===== config.mk =====
export PLATFORM = sky130hd
export DESIGN_NAME = pipe_run_ctrl
export DESIGN_NICKNAME = d
export VERILOG_FILES = /design/src/rtl/pipe_run_ctrl.sv
export SDC_FILE = /design/constraint.sdc
export NUM_CORES = 1
export LEC_CHECK = 0
export ABC_AREA = 1
export BUFFER_PORTS_ARGS = -buffer_cell sky130_fd_sc_hd__buf_2
export CAP_MARGIN = 20
export CORE_UTILIZATION = 52
export CTS_CLUSTER_SIZE = 30
export DETAILED_ROUTE_END_ITERATION = 16
export PLACE_DENSITY = 0.8
export SYNTH_ARGS = -nofsm -noshare
export SYNTH_HDL_FRONTEND = slang
export SYNTH_SLANG_ARGS = --single-unit

===== constraint.sdc =====
create_clock -name clock -period 2.05 [get_ports clock]
set_clock_uncertainty 0.05 [all_clocks]
set_input_delay 0.41 -clock clock [delete_from_list [all_inputs] [get_ports clock]]
set_output_delay 0.41 -clock clock [all_outputs]
set_load 0.01 [all_outputs]

===== src/rtl/pipe_run_ctrl.sv =====
// Run controller for the 4-stage 8-bit core: loads the program into IMEM,
// then sequences run / single-step / halt by driving PC enable, PC clear and IF/ID flush.
module pipe_run_ctrl #(
  parameter int ADDR_W     = 5,
  parameter int PIPE_DEPTH = 4,
  parameter int CNT_W      = 16
) (
  input  logic              clock,
  input  logic              reset,
  input  logic              load_start,
  input  logic              load_valid,
  input  logic [7:0]        load_data,
  input  logic              load_last,
  output logic              load_ready,
  output logic              imem_we,
  output logic [ADDR_W-1:0] imem_addr,
  output logic [7:0]        imem_wdata,
  input  logic              run,
  input  logic              step,
  input  logic              halt_req,
  input  logic              jump_taken,
  output logic              pc_en,
  output logic              pc_rst,
  output logic              if_id_flush,
  output logic              busy,
  output logic [2:0]        state,
  output logic [CNT_W-1:0]  issued_cnt
);

  typedef enum logic [2:0] {
    ST_IDLE   = 3'd0,
    ST_LOAD   = 3'd1,
    ST_RUN    = 3'd2,
    ST_STEP   = 3'd3,
    ST_DRAIN  = 3'd4,
    ST_HALTED = 3'd5
  } state_t;

  localparam int DRAIN_W = (PIPE_DEPTH > 2) ? $clog2(PIPE_DEPTH) : 1;
  localparam logic [DRAIN_W-1:0] DRAIN_INIT = DRAIN_W'(PIPE_DEPTH - 1);
  localparam logic [ADDR_W-1:0]  PTR_LAST   = '1;

  state_t             state_q, state_d;
  logic [ADDR_W-1:0]  ptr_q, ptr_d;
  logic [DRAIN_W-1:0] drain_q, drain_d;
  logic [CNT_W-1:0]   issued_q, issued_d;
  logic [CNT_W-1:0]   issued_inc;

  // Saturating increment so a long free-run never wraps the count back to zero.
  assign issued_inc = (&issued_q) ? issued_q : issued_q + CNT_W'(1);

  always_ff @(posedge clock) begin
    if (reset) begin
      state_q  <= ST_IDLE;
      ptr_q    <= '0;
      drain_q  <= '0;
      issued_q <= '0;
    end else begin
      state_q  <= state_d;
      ptr_q    <= ptr_d;
      drain_q  <= drain_d;
      issued_q <= issued_d;
    end
  end

  always_comb begin
    state_d  = state_q;
    ptr_d    = ptr_q;
    drain_d  = drain_q;
    issued_d = issued_q;
    case (state_q)
      ST_IDLE, ST_HALTED: begin
        if (load_start) begin
          state_d  = ST_LOAD;
          ptr_d    = '0;
          issued_d = '0;
        end else if (step) begin
          state_d = ST_STEP;
        end else if (run) begin
          state_d = ST_RUN;
        end
      end
      ST_LOAD: begin
        // The last address ends the load instead of wrapping onto address 0.
        if (load_valid) begin
          if (load_last || ptr_q == PTR_LAST) begin
            state_d = ST_IDLE;
          end else begin
            ptr_d = ptr_q + ADDR_W'(1);
          end
        end
      end
      ST_RUN: begin
        issued_d = issued_inc;
        if (halt_req) begin
          state_d = ST_DRAIN;
          drain_d = DRAIN_INIT;
        end
      end
      ST_STEP: begin
        issued_d = issued_inc;
        state_d  = ST_DRAIN;
        drain_d  = DRAIN_INIT;
      end
      ST_DRAIN: begin
        drain_d = drain_q - DRAIN_W'(1);
        if (drain_q == DRAIN_W'(1)) begin
          state_d = ST_HALTED;
        end
      end
      default: state_d = ST_IDLE;
    endcase
  end

  always_comb begin
    pc_rst      = 1'b1;
    pc_en       = 1'b0;
    if_id_flush = 1'b1;
    load_ready  = 1'b0;
    busy        = 1'b0;
    imem_we     = 1'b0;
    case (state_q)
      ST_LOAD: begin
        load_ready = 1'b1;
        busy       = 1'b1;
        imem_we    = load_valid;
      end
      ST_RUN, ST_STEP: begin
        pc_rst      = 1'b0;
        pc_en       = 1'b1;
        if_id_flush = jump_taken;
        busy        = 1'b1;
      end
      ST_DRAIN: begin
        pc_rst = 1'b0;
        busy   = 1'b1;
      end
      ST_HALTED: pc_rst = 1'b0;
      default: ;
    endcase
  end

  assign imem_addr  = ptr_q;
  assign imem_wdata = load_data;
  assign state      = state_q;
  assign issued_cnt = issued_q;

endmodule

# Word-level counts from Yosys, hierarchy flattened
# Index checks and enable logic that the tools add are counted.
# W data, S select, Z words.
[op_classes] n_mux=23 addsub=3 eq_ne=15 reduce_logical=14
[ops] op="$mux W16" n=2
[ops] op="$pmux W16 S2" n=1
[ops] op="$mux W3" n=7
[ops] op="$add A16 B1 Y16 const B" n=1
[ops] op="$reduce_and A16 Y1" n=1
[ops] op="$mux W5" n=3
[ops] op="$pmux W3 S5" n=1
[ops] op="$ne A2 B2 Y1 const B" n=7
[ops] op="$pmux W5 S2" n=1
[ops] op="$reduce_or A4 Y1" n=2
[ops] op="$eq A3 B2 Y1 const B" n=2
[ops] op="$eq A3 B3 Y1 const B" n=2
[ops] op="$mux W1" n=6
[ops] op="$pmux W2 S3" n=1
[ops] op="$add A5 B1 Y5 const B" n=1
[ops] op="$eq A5 B5 Y1 const B" n=1
[ops] op="$reduce_and A5 Y1" n=1
[ops] op="$ne A4 B4 Y1 const B" n=1
[ops] op="$reduce_and A4 Y1" n=1
[ops] op="$reduce_bool A2 Y1" n=2
[ops] op="$reduce_or A2 Y1" n=2
[ops] op="$eq A3 B1 Y1 const B" n=1
[ops] op="$logic_not A3 Y1" n=1
[ops] op="$reduce_and A3 Y1" n=1
[ops] op="other kinds (6)" n=6
[word_totals] reg_bits=26 wordCells=59 in_bits=17

# Longest topological paths before layout
[logic_depth] ltp_word=5 ltp_mapped=12

# Least setup slack after synthesis
# Ideal clock, no wire load.
[synth_timing] kind="register -> register" start="register issued_q[0], in the netlist issued_cnt[0]" end="register issued_q[5], in the netlist issued_cnt[5]" stages_incl_launch_ff=11 n_path_buf=1 path_slack_ps=453 t_required_ps=1933 arrival_time_ps=1480 path_cell_list="dfxtp_1 -> ha_1 -> nand2_1 -> nor2_2 -> nand2_1 -> inv_2 -> nand2_4 -> nand2_4 -> buf_8 -> nand2_2 -> a21oi_2"
[synth_via] elab_chain_cells=3 word_cells_on_any_way=6 cone_classes="add/sub (1); eq/ne (1); mux (2); reduce/logical (2)"
[synth_lines] item="from (decl)" line="46" source="logic [CNT_W-1:0] issued_q, issued_d;"
[synth_lines] item="from (signal assigned)" line="62" source="issued_q <= issued_d;"
[synth_lines] item="$add A16 B1 Y16 or $reduce_and A16 Y1 (tied branches)" line="50" source="assign issued_inc = (&issued_q) ? issued_q : issued_q + CNT_W'(1);"
[synth_lines] item="$mux W16 or $ne A2 B2 Y1 (tied branches)"
[synth_lines] item="$pmux W16 S2 or $reduce_and A3 Y1 (tied branches)"
# Several ways; a longest one is shown, not always the timed one. The select of a mux whose other input is x is not followed.
# A chain may end at the register's enable or synchronous reset.

# Worst setup path after layout
[layout_timing] start="register state_q[0], in the netlist state[0]" end="output port pc_rst"
[layout_via] elab_chain_cells=3 word_cells_on_any_way=6 cone_classes="eq/ne (4); mux (1); reduce/logical (1)"
[layout_lines] item="from (decl)" line="43" source="state_t state_q, state_d;"
[layout_lines] item="from (signal assigned)" line="59" source="state_q <= state_d;"
[layout_lines] item="$eq A3 B3 Y1 or $eq A3 B2 Y1 (tied branches)" line="122" source="case (state_q)"
[layout_lines] item="$reduce_or A4 Y1 (no source line) *"
[layout_lines] item="$mux W1 *" line="122"
[layout_lines] item="to (decl)" line="23" source="output logic pc_rst,"
# Every way passes the cells marked *; elsewhere a longest branch is shown, timed or not.

==> results by group <==
Finish
  • Area grow syn2layout: 12.9%
  • Nets: 352
  • Number of antenna diodes: 0
  • Fraction of layout cells with a size suffix above 1: 0.258
  • Fin util: 0.622
  • Post-Layout Inst Area: 2090 um^2

Global route
  • Met1 usage: 0.346
  • Met3 Use GR: 0.0311
  • Largest net degree at the start of global routing: 16
  • GR Util met2: 0.358
  • Tot GR Track Use: 0.239
  • Busiest grt layer: met2
  • Vias in the first global route: 1,503
  • Total gr overflow: 0
  • First-pass GRT wire length: 6780 um
  • Initial antenna violation count: 0

Placed design
  • Final HPWL DP: 3110 um
  • GP Congestion: 0.867
  • Port Buffers: 38
  • Dpl cell area: 2040 um^2

Logic synthesis
  • Synth area leaders: dfxtp_1 (28%), nand2_1 (16%), nor2_1 (9.5%), inv_1 (6.9%), nand3_1 (6.8%)
  • Post-Synth XOR/XNOR Area: 0
  • Area share of the largest cell type after synthesis: 0.281
  • Area of the mapped netlist: 1850 um^2
  • Flops & latches, synth: 26
  • Post-synthesis simple-gate area fraction: 0.473
  • Commonest cells in the netlist: nand2_1 (78), nor2_1 (47), inv_1 (34)
  • Post-synth top flop: dfxtp_1
  • EDFF count, synth: 0
  • Post-Synth Adder-Cell Area: 0.0270
  • Post-synthesis compound-gate area fraction: 0.0912
  • Syn Area/Cell: 6.24 um^2
  • Yosys warnings: 0
  • Mux share of post-synthesis cell area: 0
  • Post-synth top area cell: dfxtp_1
  • Cells after Synth: 297
  • Main combinational cell family by area after synthesis: simple AND/OR/NAND/NOR gates
  • Ys async rst share: 0
  • Synth unique cells: 26
  • Register area share after synthesis: 0.281
  • Post-Syn Nets: 318
  • Count leader, synth: nand2_1

Die
  • Io pins: 55
  • Initial core utilization: 0.551
  • # rows: 21
  • Core footprint: 3360 um^2
  • Die area: 3810 um^2
  • Die H: 61.7 um
  • Chip width: 61.7 um

Routing
  • DR vias: 1,894
  • Drc violations: 0
  • Post-route ant nets: 0
  • Wirelength, routed: 4100 um
  • WL per Instance: 10.9 um
  • Vias per inst: 5.04
  • DRT iter0 DRCs: 80
  • Drt first pass iters: 4

Critical path
  • CP peak stage delay: 470 ps
  • Crit path max-delay family: flip-flops
  • Worst setup EP type: primary output
  • Crit-path slowest cell: dfxtp_1
  • Critical path class: reg -> out
  • Worst-path fanout max: 7
  • Crit-path cells: nor2_1, nand2_1, nand2_1, nor2_1, buf_2
  • Crit path buf inv count: 1
  • Crit path launch type: flip-flop
  • Req. time, crit path: 1590 ps
  • Worst path arrival time: 1390 ps

Clock network
  • Worst-path clk slew: 150 ps
  • Setup bufs post-CTS: 0
  • CTS buffer count: 3
  • Root buf cell: clkbuf_4
  • Maximum buffer depth of the clock tree: 2
  • Worst skew pair latency: 330 ps
  • Max H-tree Level: 1
  • Post-cts repair resize count: 0
  • # hold bufs at CTS: 0
  • CTS tree: yes
  • Clk sink count: 26

STA
  • Tmin final: 1850 ps
  • Setup TNS: 0 ps
  • Fmax: 0.539 GHz
  • Period utilization: 0.904
  • Slew at the pin closest to its max-slew limit: 379 ps
  • Unrepaired setup endpoints after global routing: no
  • # setup viols final: 0
  • Slew Limit Fails: 0
  • Max_slew headroom: 0.747
  • Final hold vios: 0

Worst hold path
  • Min-delay worst type: in -> reg

Pwr
  • Worst vdd ir: 609 uV
  • Leak Pwr: 0.00101 uW
  • PwrDens: 944 nW/um^2

Run status
  • Status: completed

Job
  • Max-cap violations: 0
## layer usage
layer  part of all wire  vias to the layer above
met1               0.49                      851
met4              0.014                        0
met3              0.044                        5
met5                  0                        -
li1                   -                      994
met2               0.45                       44
## worst paths after layout
check | from | to | slack (ps) | depth (start not counted)
hold reg to reg | drain_q[1]$_SDFFE_PP0P_ | drain_q[1]$_SDFFE_PP0P_ | 430 | 2
setup reg to reg | issued_cnt[0]$_SDFFE_PP0P_ | issued_cnt[7]$_SDFFE_PP0P_ | 290 | 11
setup / recovery | state[0]$_SDFFE_PP0P_ | pc_rst | 200 | 5
hold / removal | reset | issued_cnt[10]$_SDFFE_PP0P_ | 300 | 2
## where the power goes
group | internal (uW) | switching [uW] | total, uW
logic | 315 | 641 | 956
clock network | 198 | 166 | 364
registers | 581 | 72.5 | 653
total | 1090 | 880 | 1970
## worst reg2reg max path: cells and delay by family (launching register included)
family / cells / cell delay (ps)
DFF: 1 / 420
adders and majority gates: 1 / 250
buffers and inverters: 2 / 140
and+or+nand+nor: 8 / 860
## logic make-up (layout without fill, tap and decap cells)
family / after synthesis / after routing
adders and majority gates: 4 / 4
and+or+nand+nor: 190 / 190
DFF: 26 / 26
buffers and inverters: 51 / 84
AOI/OAI and AO/OA: 26 / 26
## state kept, by name, summed over array words and instances, names as in the netlist
signal,flops
issued_cnt,16
imem_addr,5
state,3
drain_q,2
## final cells by class
type / instances / area [um^2]
inverters: 38 / 145
flip-flops and latches: 26 / 520
repair buffers: 42 / 220
fillers: 344 / 1270
clock inverters: 1 / 30.0
well taps: 46 / 57.6
multi-input cells: 220 / 1100
clock buffers: 3 / 22.5
## metrics by stage
stage | cells | power [uW] | setup WS, ps | hold WS [ps]
after floorplan | 297 | 1420 | 453 | 388
after global placement | 372 | 1610 | 403 | 400
after detailed placement | 372 | 1620 | 348 | 409
after CTS | 376 | 1990 | 196 | 294
after global routing | 376 | 2160 | 62.8 | 311
final | 376 | 1970 | 196 | 301
## layout by cell type, fill, tap and decap left out
cell type and count:
nand3_1 25, bufinv_16 1, a21oi_2 9, nor2_4 2
nand2_1 78, nand3b_1 4, nand2_2 13, ha_1 4
inv_4 1, buf_2 38, nand3_2 1, inv_2 3
o21bai_1 2, o21ai_1 1, nand4_1 9, dfxtp_1 26
buf_4 4, nand2_4 3, or2_2 4, clkbuf_4 3
nor2_1 47, a21oi_1 9, nor2_2 3, o21ai_0 5
nor3_1 1, inv_1 34
Note: power is estimated with default switching activity, not from simulation.
